**src/rtl/rv_fetch_pkg.sv**
```systemverilog
// Shared types and constants for the instruction fetch front end.
//   NOP_INSTR     : canonical RISC-V NOP (addi x0, x0, 0) shown to decode on a bubble
//   fetch_state_t : fetch FSM states
//   fetch_entry_t : one queued fetch result {instruction, its PC, PC+4}
//   next_word_pc  : sequential word increment, wraps modulo 2^32
package rv_fetch_pkg;

    localparam logic [31:0] NOP_INSTR = 32'h0000_0013;

    typedef enum logic [0:0] {
        FETCH   = 1'b0,
        DISCARD = 1'b1
    } fetch_state_t;

    typedef struct packed {
        logic [31:0] instr;
        logic [31:0] pc;
        logic [31:0] pc4;
    } fetch_entry_t;

    function automatic logic [31:0] next_word_pc(input logic [31:0] pc);
        return pc + 32'd4;
    endfunction

endpackage

```
**src/rtl/sync_fifo.sv**
```systemverilog
// Synchronous FIFO with registered storage and a combinational head read.
// Ports:
//   clk, reset        : rising-edge clock, synchronous active-high reset
//   push, wdata       : write request and data (ignored when full)
//   pop               : remove head entry (ignored when empty)
//   flush             : empty the queue; overrides push and pop
//   rdata             : head entry (stale contents when empty)
//   count, full, empty: occupancy status
module sync_fifo #(
    parameter int WIDTH = 96,
    parameter int DEPTH = 4
) (
    input  logic                       clk,
    input  logic                       reset,
    input  logic                       push,
    input  logic                       pop,
    input  logic                       flush,
    input  logic [WIDTH-1:0]           wdata,
    output logic [WIDTH-1:0]           rdata,
    output logic [$clog2(DEPTH):0]     count,
    output logic                       full,
    output logic                       empty
);

    localparam int AW = $clog2(DEPTH);

    logic [WIDTH-1:0] mem_r [DEPTH];
    logic [AW-1:0]    wr_ptr_r;
    logic [AW-1:0]    rd_ptr_r;
    logic [AW:0]      count_r;
    logic             do_push_s;
    logic             do_pop_s;

    // Qualify requests against occupancy so the pointers can never overrun.
    always_comb begin
        do_push_s = push && !full && !flush;
        do_pop_s  = pop && !empty && !flush;
    end

    // Pointer and occupancy registers; DEPTH is a power of two so pointers wrap naturally.
    always_ff @(posedge clk) begin
        if (reset || flush) begin
            wr_ptr_r <= AW'(0);
            rd_ptr_r <= AW'(0);
            count_r  <= (AW+1)'(0);
        end else begin
            if (do_push_s) begin
                wr_ptr_r <= wr_ptr_r + AW'(1);
            end
            if (do_pop_s) begin
                rd_ptr_r <= rd_ptr_r + AW'(1);
            end
            case ({do_push_s, do_pop_s})
                2'b10:   count_r <= count_r + (AW+1)'(1);
                2'b01:   count_r <= count_r - (AW+1)'(1);
                default: count_r <= count_r;
            endcase
        end
    end

    // Entry storage; contents need no reset because occupancy gates visibility.
    always_ff @(posedge clk) begin
        if (do_push_s) begin
            mem_r[wr_ptr_r] <= wdata;
        end
    end

    // Status and head read.
    always_comb begin
        rdata = mem_r[rd_ptr_r];
        count = count_r;
        full  = (count_r == (AW+1)'(DEPTH));
        empty = (count_r == (AW+1)'(0));
    end

endmodule

```
**src/rtl/instr_prefetch_buffer.sv**
```systemverilog
// Instruction prefetch buffer between a wait-stated instruction memory and IF/ID.
// Keeps its own fetch PC, issues sequential word requests (held stable until
// mem_ready), queues {instr, pc, pc+4} and drains into decode under instr_ready.
// A redirect flushes the queue; an in-flight request is completed and its word
// dropped (DISCARD) before fetching resumes at the target.
// Ports:
//   clk, reset                 : clock, synchronous active-high reset
//   redirect, redirect_pc      : taken branch/jump and its target (low bits ignored)
//   instr_ready                : decode accepts the head this cycle
//   instr_valid/out/pc/pc4     : head entry, NOP/0/0 when empty
//   mem_req, mem_addr          : registered fetch request
//   mem_ready, mem_rdata       : memory completion and returned word
module instr_prefetch_buffer
    import rv_fetch_pkg::*;
#(
    parameter int          DEPTH    = 4,
    parameter logic [31:0] RESET_PC = 32'h0000_0000
) (
    input  logic        clk,
    input  logic        reset,
    input  logic        redirect,
    input  logic [31:0] redirect_pc,
    input  logic        instr_ready,
    output logic        instr_valid,
    output logic [31:0] instr_out,
    output logic [31:0] instr_pc,
    output logic [31:0] instr_pc4,
    output logic        mem_req,
    output logic [31:0] mem_addr,
    input  logic        mem_ready,
    input  logic [31:0] mem_rdata
);

    localparam int CW = $clog2(DEPTH) + 1;

    fetch_state_t  state_r, state_n;
    logic [31:0]   fetch_pc_r, fetch_pc_n;
    logic [31:0]   target_r, target_n;
    logic          mem_req_r, mem_req_n;
    logic [31:0]   mem_addr_r, mem_addr_n;

    logic [31:0]   redirect_tgt_s;
    logic          accept_s;
    logic          hold_req_s;
    logic          push_s;
    logic          pop_s;
    logic [CW-1:0] fifo_count_s;
    logic [CW-1:0] count_n_s;
    logic          fifo_full_s;
    logic          fifo_empty_s;
    fetch_entry_t  wentry_s;
    fetch_entry_t  head_s;

    // Handshake decode; a redirect cancels any push or pop in its cycle.
    always_comb begin
        redirect_tgt_s = redirect_pc & 32'hFFFF_FFFC;
        accept_s       = mem_req_r && mem_ready;
        hold_req_s     = mem_req_r && !mem_ready;
        pop_s          = !fifo_empty_s && instr_ready && !redirect;
        push_s         = (state_r == FETCH) && accept_s && !redirect && !fifo_full_s;
        wentry_s.instr = mem_rdata;
        wentry_s.pc    = fetch_pc_r;
        wentry_s.pc4   = next_word_pc(fetch_pc_r);
    end

    // Occupancy after this edge, used to decide whether a new request may start.
    always_comb begin
        count_n_s = fifo_count_s;
        if (redirect) begin
            count_n_s = CW'(0);
        end else begin
            case ({push_s, pop_s})
                2'b10:   count_n_s = fifo_count_s + CW'(1);
                2'b01:   count_n_s = fifo_count_s - CW'(1);
                default: count_n_s = fifo_count_s;
            endcase
        end
    end

    // Fetch FSM next state, fetch PC and saved redirect target.
    always_comb begin
        state_n    = state_r;
        fetch_pc_n = fetch_pc_r;
        target_n   = target_r;
        case (state_r)
            FETCH: begin
                if (redirect) begin
                    target_n = redirect_tgt_s;
                    if (hold_req_s) begin
                        state_n = DISCARD;
                    end else begin
                        fetch_pc_n = redirect_tgt_s;
                    end
                end else if (accept_s) begin
                    fetch_pc_n = next_word_pc(fetch_pc_r);
                end else begin
                    fetch_pc_n = fetch_pc_r;
                end
            end
            DISCARD: begin
                if (redirect) begin
                    target_n = redirect_tgt_s;
                end else begin
                    target_n = target_r;
                end
                // The dropped response closes the request; resume at the latest target.
                if (accept_s) begin
                    state_n    = FETCH;
                    fetch_pc_n = redirect ? redirect_tgt_s : target_r;
                end else begin
                    state_n = DISCARD;
                end
            end
            default: begin
                state_n = FETCH;
            end
        endcase
    end

    // Request generation: an open request is held; otherwise start one only if space remains.
    always_comb begin
        mem_req_n  = 1'b0;
        mem_addr_n = mem_addr_r;
        if (hold_req_s) begin
            mem_req_n  = 1'b1;
            mem_addr_n = mem_addr_r;
        end else begin
            mem_req_n  = (state_n == FETCH) && (count_n_s < CW'(DEPTH));
            mem_addr_n = fetch_pc_n;
        end
    end

    // Control state registers.
    always_ff @(posedge clk) begin
        if (reset) begin
            state_r    <= FETCH;
            fetch_pc_r <= RESET_PC;
            target_r   <= RESET_PC;
            mem_req_r  <= 1'b0;
            mem_addr_r <= RESET_PC;
        end else begin
            state_r    <= state_n;
            fetch_pc_r <= fetch_pc_n;
            target_r   <= target_n;
            mem_req_r  <= mem_req_n;
            mem_addr_r <= mem_addr_n;
        end
    end

    sync_fifo #(
        .WIDTH ($bits(fetch_entry_t)),
        .DEPTH (DEPTH)
    ) u_fifo (
        .clk   (clk),
        .reset (reset),
        .push  (push_s),
        .pop   (pop_s),
        .flush (redirect),
        .wdata (wentry_s),
        .rdata (head_s),
        .count (fifo_count_s),
        .full  (fifo_full_s),
        .empty (fifo_empty_s)
    );

    // Output gating: decode sees a NOP bubble with zero PCs when the queue is empty.
    always_comb begin
        mem_req  = mem_req_r;
        mem_addr = mem_addr_r;
        if (!fifo_empty_s) begin
            instr_valid = 1'b1;
            instr_out   = head_s.instr;
            instr_pc    = head_s.pc;
            instr_pc4   = head_s.pc4;
        end else begin
            instr_valid = 1'b0;
            instr_out   = NOP_INSTR;
            instr_pc    = 32'h0000_0000;
            instr_pc4   = 32'h0000_0000;
        end
    end

endmodule

```
**config.mk**
```make
export PLATFORM = sky130hd
export DESIGN_NAME = instr_prefetch_buffer
export DESIGN_NICKNAME = d
export VERILOG_FILES = /design/src/rtl/rv_fetch_pkg.sv /design/src/rtl/sync_fifo.sv /design/src/rtl/instr_prefetch_buffer.sv
export SDC_FILE = /design/constraint.sdc
export NUM_CORES = 1
export LEC_CHECK = 0
export CAP_MARGIN = 40
export CELL_PAD_IN_SITES_DETAIL_PLACEMENT = 1
export CELL_PAD_IN_SITES_GLOBAL_PLACEMENT = 1
export CORE_MARGIN = 5
export CORE_UTILIZATION = 25
export DETAILED_ROUTE_END_ITERATION = 7
export DONT_BUFFER_PORTS = 1
export PLACE_DENSITY_LB_ADDON = 0.15
export RECOVER_POWER = 50
export SYNTH_ARGS = -nofsm -noshare
export SYNTH_HDL_FRONTEND = slang
export SYNTH_HIERARCHICAL = 1
export SYNTH_SLANG_ARGS = --single-unit
```
**constraint.sdc**
```tcl
create_clock -name clk -period 6.44 [get_ports clk]
set_input_delay 1.61 -clock clk [delete_from_list [all_inputs] [get_ports clk]]
set_output_delay 1.61 -clock clk [all_outputs]
set_load 0.05 [all_outputs]
```
# Yosys cells after proc, flatten, opt, wreduce, memory -nomap -nowiden
# Memory sizes are Yosys's and may differ from the RTL's. A register that Yosys moved wholly into a read port is not among the register bits.
# Cells that the tools add are included.
totals:
  wordCells: 63
  input_bits: 69
  mem_bits_rw: 384
  output_inout_bits: 130
  regBits: 105
  n_memories: 1
memory_table:
  columns: ["memory", "words", "width", "rd", "rd_clocked_by_memory_dff", "wr", "line", "source"]
  rows:
  - ["u_fifo.mem_r", 4, 96, 1, 1, 1, "sync_fifo.sv:27", "logic [WIDTH-1:0] mem_r [DEPTH];"]
op_classes:
  n_eq_ne: 5
  reduce_logical: 19
  bitwise: 2
  n_lt_le_gt_ge: 1
  addsub: 5
  mux: 22
ops:
  columns: ["op", "count"]
  rows:
  - ["$mux W32", 8]
  - ["$pmux W32 S2", 1]
  - ["$add A32 B3 Y32 const B", 1]
  - ["$logic_and A1 B1 Y1", 12]
  - ["$pmux W3 S2", 2]
  - ["$mux W1", 7]
  - ["$add A2 B1 Y2 const B", 2]
  - ["$eq A2 B1 Y1 const B", 2]
  - ["$eq A2 B2 Y1 const B", 2]
  - ["$logic_not A1 Y1", 4]
  - ["$mux W2", 2]
  - ["$add A3 B1 Y3 const B", 1]
  - ["$eq A3 B3 Y1 const B", 1]
  - ["$logic_not A3 Y1", 1]
  - ["$lt A3 B3 Y1 const B", 1]
  - ["$mux W3", 1]
  - ["$sub A3 B1 Y3 const B", 1]
  - ["$not A1 Y1", 2]
  - ["$pmux W1 S2", 1]
  - ["$reduce_bool A2 Y1", 1]
  - ["$logic_or A1 B1 Y1", 1]

# Longest topological paths before layout
# Gate-level depths: netlist of run 1.
logic_depth:
  depth_word: 10
  depth_mapped: 15

# Modules after synthesis
# The synthesis of run 1 kept the hierarchy.
modules_own_cells:
  columns: ["mod", "area_each_um2", "cells_each", "instances"]
  rows:
  - ["sync_fifo", 14367.5, 559, 1]
  - ["instr_prefetch_buffer", 6650.1, 859, 1]

# Worst setup path before layout of run 1
# OpenSTA, ideal clock, no wires.
synth_path:
  path_type: "input to register"
  start: "input redirect"
  end: "memory u_fifo.mem_r[0][0] (enable)"
  setup_time_ns: 0.466
  n_path_buf: 2
  path_stages: 6
  arrival_time_ns: 5.072
  path_slack_ns: 0.902
  path_cell_list: "buf_2 > or2_2 > clkbuf_1 > nor3_1 > nor2b_1 > and3_1"
synth_between:
  elab_chain_len: 7
synth_lines:
  columns: ["element", "line", "source"]
  rows:
  - ["from (decl)", "instr_prefetch_buffer.sv:21", "input logic redirect,"]
  - ["$logic_not A1 Y1", "instr_prefetch_buffer.sv:60", "push_s = (state_r == FETCH) && accept_s && !redirect && !fifo_full_s;"]
  - ["$logic_and A1 B1 Y1 (2 in a row)", "instr_prefetch_buffer.sv:60", null]
  - ["net push_s", "instr_prefetch_buffer.sv:45", "logic push_s;"]
  - ["$logic_and A1 B1 Y1 (2 in a row)", "sync_fifo.sv:36", "do_push_s = push && !full && !flush;"]
  - ["$mux W1", "sync_fifo.sv:63", "if (do_push_s) begin"]
  - ["$mux W1 (implied by the code)", "sync_fifo.sv:64", "mem_r[wr_ptr_r] <= wdata;"]
  - ["to (decl)", "sync_fifo.sv:27", null]
# The timed path passes the listed nets, and every way through them passes these cells.

==> results of run 1 <==
area by class of cell:
class	count	area share, %
Clock inverter	34	1.570
Clock buffer	71	6.167
Tap cell	1080	5.522
Timing Repair Buffer	116	4.029
Multi-Input combinational cell	792	26.37
Inverter	26	0.3988
Antenna cell	2	0.02045
Sequential cell	491	55.92
where the power goes:
part | internal [mW] | switching (mW)
Clock | 1.98 | 1.30
Combinational | 0.121 | 0.224
Sequential | 3.50 | 0.173
Total | 5.59 | 1.70
cell usage after synthesis (6+ instances only):
| cell type | n | area [sq um] |
|---|---|---|
| buf_2 | 23 | 115.1 |
| nand2_1 | 79 | 296.5 |
| nor2b_1 | 98 | 613.1 |
| nand3_1 | 17 | 85.08 |
| clkbuf_1 | 59 | 221.5 |
| or3_1 | 6 | 37.54 |
| edfxtp_1 | 384 | 11530 |
| o31ai_1 | 13 | 97.59 |
| mux4_2 | 96 | 2162 |
| nor2_1 | 112 | 420.4 |
| and3_1 | 9 | 56.30 |
| nor3_1 | 25 | 125.1 |
| a311oi_1 | 10 | 87.58 |
| dfxtp_1 | 107 | 2142 |
| xor2_1 | 12 | 105.1 |
| a221o_1 | 7 | 70.07 |
| xnor2_1 | 17 | 148.9 |
| mux2i_1 | 38 | 380.4 |
| buf_6 | 11 | 123.9 |
| nand4_1 | 19 | 118.9 |
| a21oi_1 | 51 | 255.2 |
| nor4_4 | 7 | 148.9 |
| o21ai_0 | 24 | 120.1 |
| ha_1 | 8 | 100.1 |
| nor4_1 | 7 | 43.79 |
| inv_1 | 25 | 93.84 |
| nand3b_1 | 15 | 112.6 |
| nand2b_1 | 8 | 50.05 |
| or2_2 | 7 | 43.79 |
| o211ai_1 | 14 | 105.1 |
| a211oi_1 | 21 | 157.7 |
cell families after synthesis:
kind of cell,Yosys count
xor gates and xnor gates,31
muxes,134
DFF,491
buffers and inverters,135
and+or+nand+nor,436
AOI/OAI and AO/OA,182
adders and majority gates,9
path summary, 6_finish.rpt:
kind | from | endpoint | slack [ns] | cells past startpoint
setup / recovery | fetch_pc_r[5]$_SDFF_PP0_ | u_fifo/mem_r[3][27]$_DFFE_PP_ | 1.76 | 5
hold / removal | target_r[0]$_SDFF_PP0_ | target_r[0]$_SDFF_PP0_ | 0.45 | 2
setup reg to reg | fetch_pc_r[5]$_SDFF_PP0_ | u_fifo/mem_r[3][27]$_DFFE_PP_ | 1.76 | 5
hold reg to reg | target_r[0]$_SDFF_PP0_ | target_r[0]$_SDFF_PP0_ | 0.45 | 2
flip-flops by register name, indices dropped and copies added (netlist names), named ones only:
register	cells
u_fifo/wr_ptr_r	2
state_r	1
target_r	32
u_fifo/rd_ptr_r	2
u_fifo/count	3
fetch_pc_r	32
mem_addr	32
mem_req	1
u_fifo/mem_r	384
per-layer routing:
metal	routed length [um]	vias to the layer above
li1	-	5560
met1	27440	6391
met2	30290	240
met3	4844	72
met4	1196	4
met5	31	-
tightest hold or removal path, delay by kind of cell, from the launching register on:
| kind | cells | cell delay, ns |
|---|---|---|
| AND/OR/NAND/NOR | 2 | 0.11 |
| flip-flops | 1 | 0.30 |
==> run metrics, run 1 <==
Detail Placement HPWL=41.16 mm; peak supply drop=0.1768 mV; most common cell after layout, fill and taps aside=edfxtp_1; final worst slack=1.761 ns; Synth Area in Simple Gates=11.48%; actual slew at the worst max-slew pin=1.966 ns; met1 Resource Use GR=18.02%; mux contribution to synthesized area=12.10%; crit share post-route=72.65%; share of layout cells above drive strength 1=20.46%; register area=13,680 sq um; Placement Setup Slack=1.932 ns; antenna violations before repair=4; Area after DPL=22,760 sq um; most frequent cells in the layout=edfxtp_1, nor2_1, buf_4; Die Y-Extent=300.0 um; skew final=0.02108 ns; Setup crit start kind=register; CP arrival=5.03 ns; CTS Sinks=491; Die Wd=300.0 um; vias=12,270; CP cell instances=nand4_1, nor4_1, and2_0, nand4_1, xnor2_1; Slowest-stage cell, CP=nor4_1; area of the multi-input gates=6454 sq um; f_max=213.7 MHz; Hold Worst Slack=0.4526 ns; Final Util=29.29%; total congestion overflow=0; adder-cell share of the synthesized area=0.5715%; critical path start-end classification=register to register; XOR/XNOR Fraction of Synth Area=1.363%; Leakage=7.975 nW; Setup TNS Final=0 ns; crit-path leading delay family=simple AND/OR/NAND/NOR gates; post_cts resized=0; pwr/cell area=298.0 nW/um^2; Clock Tree Buf Depth=3; first-pass GRT wire length=93.32 mm; gpl congestion=0.7255; fillers=8,777; Hold Fails Final Rpt=0; postcts setup bufs=0; syn_area_per_cell=14.82 sq um; clock slew at reported path FFs=0.06 ns; dominant synthesized flop cell=edfxtp_1; main combinational cell family by area after synthesis=multiplexers; CP most frequent cell=nand4_1; Final Setup Violations=0; area grow syn2layout=16.42%; pin count of the biggest net entering global routing=105; Final Max Tran Viols=62; # hold bufs at CTS=0; EDFF count, synth=384; # placed instances=2,505; Ys Warns=6; DR vias/cell=4.696; max-cap violation count=3; row cnt=106; total power=7.292 mW; slowest stage delay, CP=1.86 ns; register area share after synthesis=65.06%; Total GRT Usage=13.88%; outcome=finished with violations; Detailed Routing Iterations Pass 1=4; Mapped Area=21,020 sq um; IO Count=199; endpoint type of the worst setup path=register; CTS tree=yes; core box area=83,560 sq um; clk_lat worst skew=0.61 ns; initial DRC count=600; Detailed Route WL=63.80 mm; complex-gate fraction of the synthesized area=5.894%; RSZ-0062 raised after global routing=false; CTS Root Cell=clkbuf_16; Finished Layout Cells=2,612; syn_nets=1,496; H-tree depth=2; Avg WL per Cell=24.43 um; Synth cell types=80; Hold WC Path Type=register to register; Max transition margin=-32.30%; Initial Util=25.15%; Final min period=4.679 ns; die area=89,970 sq um; Cells after Synth=1,418; grt met2 use=22.88%; busiest grt layer=met2; vias in the first global route=13,020; Port Buffers=0; asr flop ratio synth=0%; failing checks=max-capacitance violations, max-slew violations; TritonCTS Buffers=56; final instance area=24,470 sq um; CP required=6.79 ns; DRC viols=0; Yosys reg bits=491; WP buf/inv=0; met3 Use GR=4.470%; Post-DRT Antenna Nets=0; critical-path maximum fanout=17; Post-layout nets=1,561
No activity file was read; power rests on OpenSTA's default activity.
==> run 2: changes to the inputs <==
==> constraint.sdc (replaced) <==
create_clock -name clk -period 4.8 [get_ports clk]
set_input_delay 1.2 -clock clk [delete_from_list [all_inputs] [get_ports clk]]
set_output_delay 1.2 -clock clk [all_outputs]
set_load 0.05 [all_outputs]
==> run metrics, run 2 (synthesized netlist as in run 1, its figures left out) <==
Setup TNS Final=0 ns (unchanged); Hold Startpoint=target_r[0]$_SDFF_PP0_; max-cap violation count=3 (unchanged); FF-to-FF Start=mem_req$_SDFF_PP0_; # placed instances=2,506 (+0.040%); R2R Setup Slk=0.75 ns (-1.01 ns); crit share post-route=84.33% (+12 points); area of the multi-input gates=6507 sq um (+0.83%); CP arrival=4.51 ns (-0.52 ns); Reg2Reg Depth=6 (+1); Initial Util=25.15% (unchanged); max reg flops=384 (unchanged); Placement Setup Slack=0.9550 ns (-0.9765 ns); Area after DPL=22,800 sq um (+0.19%); CTS tree=yes; Die Wd=300.0 um (unchanged); IO Count=199 (unchanged); Detail Placement HPWL=41.41 mm (+0.62%); CP cell instances=nand2_1, clkbuf_1, nor2_1, and4_1, nor3_1, o31ai_1; CTS Root Cell=clkbuf_16; Max transition margin=-38.06% (-5.8 points); endpoint type of the worst setup path=register; Slowest-stage cell, CP=clkbuf_1; peak supply drop=0.2715 mV (+54%); f_max=247.0 MHz (+16%); Final Setup Violations=0 (unchanged); DR vias/cell=4.706 (+0.21%); Final min period=4.048 ns (-0.6306 ns); Top reg by flops=u_fifo/mem_r; Final Max Tran Viols=89 (+44%); Avg WL per Cell=24.75 um (+1.3%); CTS Sinks=491 (unchanged); slowest stage delay, CP=1.50 ns (-0.36 ns); vias=12,320 (+0.40%); Leakage=7.948 nW (-0.34%); Post-DRT Antenna Nets=0 (unchanged); gpl congestion=0.7089 (-2.3%); final worst slack=0.7521 ns (-1.009 ns); final instance area=24,420 sq um (-0.21%); pwr/cell area=389.2 nW/um^2 (+31%); Detailed Routing Iterations Pass 1=5 (+1); total power=9.504 mW (+30%); failing checks=max-capacitance violations, max-slew violations; Critical R2R Capture=mem_addr[24]$_SDFFE_PP0N_; actual slew at the worst max-slew pin=2.071 ns (+0.1045 ns); # hold bufs at CTS=0 (unchanged); outcome=finished with violations; critical path start-end classification=register to register; total congestion overflow=0 (unchanged); TritonCTS Buffers=57 (+1.8%); Hold Worst Slack=0.4486 ns (-0.003964 ns); most common cell after layout, fill and taps aside=edfxtp_1; Post-layout nets=1,563 (+0.13%); skew final=0.02703 ns (+0.005949 ns); critical-path maximum fanout=37 (+20); Hold Fails Final Rpt=0 (unchanged); area grow syn2layout=16.18%; most frequent cells in the layout=edfxtp_1, nor2_1, dfxtp_1; hold depth=2 (unchanged); Setup crit start kind=register; post_cts resized=0 (unchanged); Final Util=29.22% (-0.061 points); Port Buffers=0 (unchanged); vias in the first global route=13,170 (+1.1%); RSZ-0062 raised after global routing=false; pin count of the biggest net entering global routing=105 (unchanged); antenna violations before repair=5 (+1); WHS Endpoint=target_r[0]$_SDFF_PP0_; crit-path leading delay family=simple AND/OR/NAND/NOR gates; Int Power=7.205 mW (+29%); Hold WC Path Type=register to register; fillers=8,818 (+0.47%); clock slew at reported path FFs=0.06 ns (about the same); Finished Layout Cells=2,617 (+0.19%); Total GRT Usage=14.11% (+0.23 points); postcts setup bufs=0 (unchanged); register area=13,680 sq um (about the same); Die Y-Extent=300.0 um (unchanged); CP required=5.26 ns (-1.53 ns); switching pwr=2.299 mW (+35%); H-tree depth=2 (unchanged); Switching Share=24.19% (+0.90 points); clk_lat worst skew=0.62 ns (about the same); row cnt=106 (unchanged); DRC viols=0 (unchanged); power share of the clock group=43.3% (-1.6 points); die area=89,970 sq um (unchanged); share of layout cells above drive strength 1=20.30% (-0.16 points); core box area=83,560 sq um (unchanged); Detailed Route WL=64.76 mm (+1.5%); initial DRC count=665 (+11%); first-pass GRT wire length=95.05 mm (+1.8%); Sequential Power Share=51.9% (+1.6 points); Clock Tree Buf Depth=3 (unchanged); WP buf/inv=1 (+1); Combinational Power Share=4.8% (about the same)
[run 2: cell count changes in the layout (fill, tap and decap cells not counted), sizes merged]
cell / previous run / this run
clkinv: 23 / 30
diode: 2 / 5
clkinvlp: 2 / 1
buf: 114 / 111
inv: 27 / 29
clkbuf: 73 / 75
bufinv: 8 / 3
[run 2: final cells by class]
cell class / instances / area share (%)
Timing Repair Buffer: 117 / 4.150
Multi-Input combinational cell: 792 / 26.65
Sequential cell: 491 / 56.03
Clock inverter: 37 / 1.117
Inverter: 26 / 0.3997
Antenna cell: 5 / 0.05124
Clock buffer: 69 / 6.067
Tap cell: 1080 / 5.534
[run 2: how the worst max path moves through the flow]
stage,to,start,cells past startpoint
final,mem_addr[24]$_SDFFE_PP0N_,mem_req$_SDFF_PP0_,6
after global routing,u_fifo/mem_r[3][24]$_DFFE_PP_,fetch_pc_r[2]$_SDFF_PP0_,6
after CTS,instr_pc[12],register,4
after detailed placement,u_fifo/mem_r[3][49]$_DFFE_PP_,redirect,5
after global placement,u_fifo/mem_r[2][50]$_DFFE_PP_,redirect,5
after floorplan,u_fifo/mem_r[0][0]$_DFFE_PP_,redirect,6
[run 2: worst min-delay path, stage by stage (launching register included)]
cell and delay (ns):
dfxtp_1 0.30, nand2_1 0.07, nor2_1 0.04
[run 2: power by group through the flow]
| stage | registers, mW | clock network (mW) | logic, mW |
|---|---|---|---|
| 2_1_floorplan | 4.92 | 0 | 0.392 |
| 3_3_place_gp | 5.03 | 0 | 0.455 |
| 3_5_place_dp | 5.03 | 0 | 0.470 |
| 4_1_cts | 4.94 | 4.29 | 0.471 |
| 5_1_grt | 4.95 | 4.48 | 0.502 |
| 6_report | 4.93 | 4.11 | 0.457 |
[run 2: routing by layer]
layer / GRT usage, % / wire [um] / up-vias / part of all wire (%)
li1: - / - / 5564 / -
met1: 18.02 / 27990 / 6444 / 43
met2: 23.34 / 30610 / 244 / 47
met3: 5.228 / 5263 / 62 / 8.1
met4: 2.511 / 882 / 2 / 1.4
met5: 0 / 13 / - / 0.020
==> run 3: changes to the inputs <==
==> constraint.sdc (replaced) <==
create_clock -name clk -period 3.8 [get_ports clk]
set_input_delay 0.95 -clock clk [delete_from_list [all_inputs] [get_ports clk]]
set_output_delay 0.95 -clock clk [all_outputs]
set_load 0.05 [all_outputs]
==> run metrics, run 3 (synthesized netlist as in run 1, its figures left out) <==
critical path start-end classification=register to output port; Hold Startpoint=mem_rdata[21]; pin count of the biggest net entering global routing=105 (unchanged); WHS Endpoint=u_fifo/mem_r[0][85]$_DFFE_PP_; skew final=0.02837 ns (+0.001337 ns); Finished Layout Cells=2,640 (+0.88%); FF-to-FF Start=mem_req$_SDFF_PP0_; Area after DPL=23,010 sq um (+0.92%); Post-DRT Antenna Nets=0 (unchanged); Post-layout nets=1,587 (+1.5%); Placement Setup Slack=0.6385 ns (-0.3165 ns); # hold bufs at CTS=0 (unchanged); Die Wd=300.0 um (unchanged); Reg2Reg Depth=6 (unchanged); DRC viols=0 (unchanged); Port Buffers=0 (unchanged); die area=89,970 sq um (unchanged); clk_lat worst skew=0.61 ns (about the same); Setup TNS Final=0 ns (unchanged); H-tree depth=2 (unchanged); max reg flops=384 (unchanged); CP arrival=2.60 ns (-1.91 ns); # placed instances=2,530 (+0.96%); share of layout cells above drive strength 1=20.94% (+0.64 points); Final Max Tran Viols=25 (-72%); pwr/cell area=504.2 nW/um^2 (+30%); CP required=2.85 ns (-2.41 ns); max-cap violation count=1 (-2); Hold Worst Slack=0.4317 ns (-0.01694 ns); crit share post-route=93.40%; endpoint type of the worst setup path=output port; TritonCTS Buffers=57 (unchanged); failing checks=max-capacitance violations, max-slew violations; Detailed Route WL=64.54 mm (-0.34%); total congestion overflow=0 (unchanged); critical-path maximum fanout=16 (-57%); hold depth=0 (-2); Avg WL per Cell=24.45 um (-1.2%); IO Count=199 (unchanged); CTS tree=yes; Hold Fails Final Rpt=0 (unchanged); outcome=finished with violations; postcts setup bufs=0 (unchanged); gpl congestion=0.7258 (+2.4%); Max transition margin=-5.199% (+33 points); core box area=83,560 sq um (unchanged); Detailed Routing Iterations Pass 1=5 (unchanged); Final Setup Violations=0 (unchanged); vias=12,390 (+0.63%); CTS Root Cell=clkbuf_16; Initial Util=25.15% (unchanged); DR vias/cell=4.695 (-0.24%); row cnt=106 (unchanged); first-pass GRT wire length=94.64 mm (-0.43%); Detail Placement HPWL=41.88 mm (+1.1%); peak supply drop=0.2834 mV (+4.4%); Total GRT Usage=14.01% (-0.10 points); Hold WC Path Type=input pin to register; Critical R2R Capture=mem_addr[25]$_SDFFE_PP0N_; CTS Sinks=491 (unchanged); post_cts resized=0 (unchanged); Leakage=8.103 nW (+2.0%); area grow syn2layout=17.47%; Top reg by flops=u_fifo/mem_r; actual slew at the worst max-slew pin=1.578 ns (-0.4929 ns); Setup crit start kind=register; clock slew at reported path FFs=0.06 ns (about the same); most common cell after layout, fill and taps aside=edfxtp_1; most frequent cells in the layout=edfxtp_1, nor2_1, buf_4; vias in the first global route=13,330 (+1.2%); Final min period=3.549 ns; final worst slack=0.2510 ns (-0.5011 ns); final instance area=24,690 sq um (+1.1%); f_max=281.8 MHz; RSZ-0062 raised after global routing=false; initial DRC count=690 (+3.8%); Clock Tree Buf Depth=3 (unchanged); antenna violations before repair=2 (-3); R2R Setup Slk=0.28 ns (-0.47 ns); Die Y-Extent=300.0 um (unchanged)
==> run 3: changes by cell type in the layout (fill, tap and decap cells not counted), sizes merged <==
| cell | previous run | this run |
|---|---|---|
| inv | 29 | 27 |
| clkbuf | 75 | 100 |
| clkinv | 30 | 18 |
| clkinvlp | 1 | 2 |
| bufinv | 3 | 8 |
| buf | 111 | 119 |
| diode | 5 | 3 |
==> run 3: cell type report <==
cell class | instances | area (sq um)
sequential | 491 | 13680
inverter | 26 | 97.59
timing repair buffer | 141 | 1114
tap | 1080 | 1351
antenna | 3 | 7.507
clock buffer | 78 | 1556
multi-input combinational | 792 | 6510
clock inverter | 29 | 370.4
fill | 8792 | 58870
==> run 3: metrics by stage <==
step	util, %	power, mW
5_1_grt	29.54	12.97
2_1_floorplan	-	6.711
4_1_cts	29.85	12.70
3_5_place_dp	27.54	6.971
6_report	29.55	12.45
3_3_place_gp	27.54	6.950
==> run 3: worst max-delay path by stage <==
stage	to	depth (start not counted)	slack, ns	startpoint
finish	instr_pc4[5]	4	0.25	register
global route	mem_addr[19]$_SDFFE_PP0N_	6	0.03	mem_req$_SDFF_PP0_
CTS	instr_pc4[5]	4	0.11	register
detailed placement	u_fifo/count[2]$_SDFFE_PP0P_	11	0.64	redirect
global placement	u_fifo/count[2]$_SDFFE_PP0P_	11	0.64	redirect
floorplan	u_fifo/mem_r[0][0]$_DFFE_PP_	6	0.0005	redirect
==> run 3: where the power goes <==
part | internal, mW | leakage, nW | switching (mW) | total (mW)
Combinational | 0.207 | 2.77 | 0.419 | 0.626
Sequential | 5.93 | 4.39 | 0.262 | 6.19
Clock | 3.41 | 0.943 | 2.22 | 5.63
Total | 9.54 | 8.10 | 2.91 | 12.4
==> run 3: worst max-delay path: stages, from the launching register on <==
cell	delay [ns]
dfxtp_4	0.62
buf_4	0.40
mux4_2	0.58
nor2b_1	0.16
buf_4	0.21
==> run 3: layer usage <==
metal	wire [um]	vias up	track usage, %
met2	30260	260	23.04
met3	4744	77	4.715
li1	-	5608	-
met5	0	-	0
met1	28260	6449	18.03
met4	1273	0	3.130
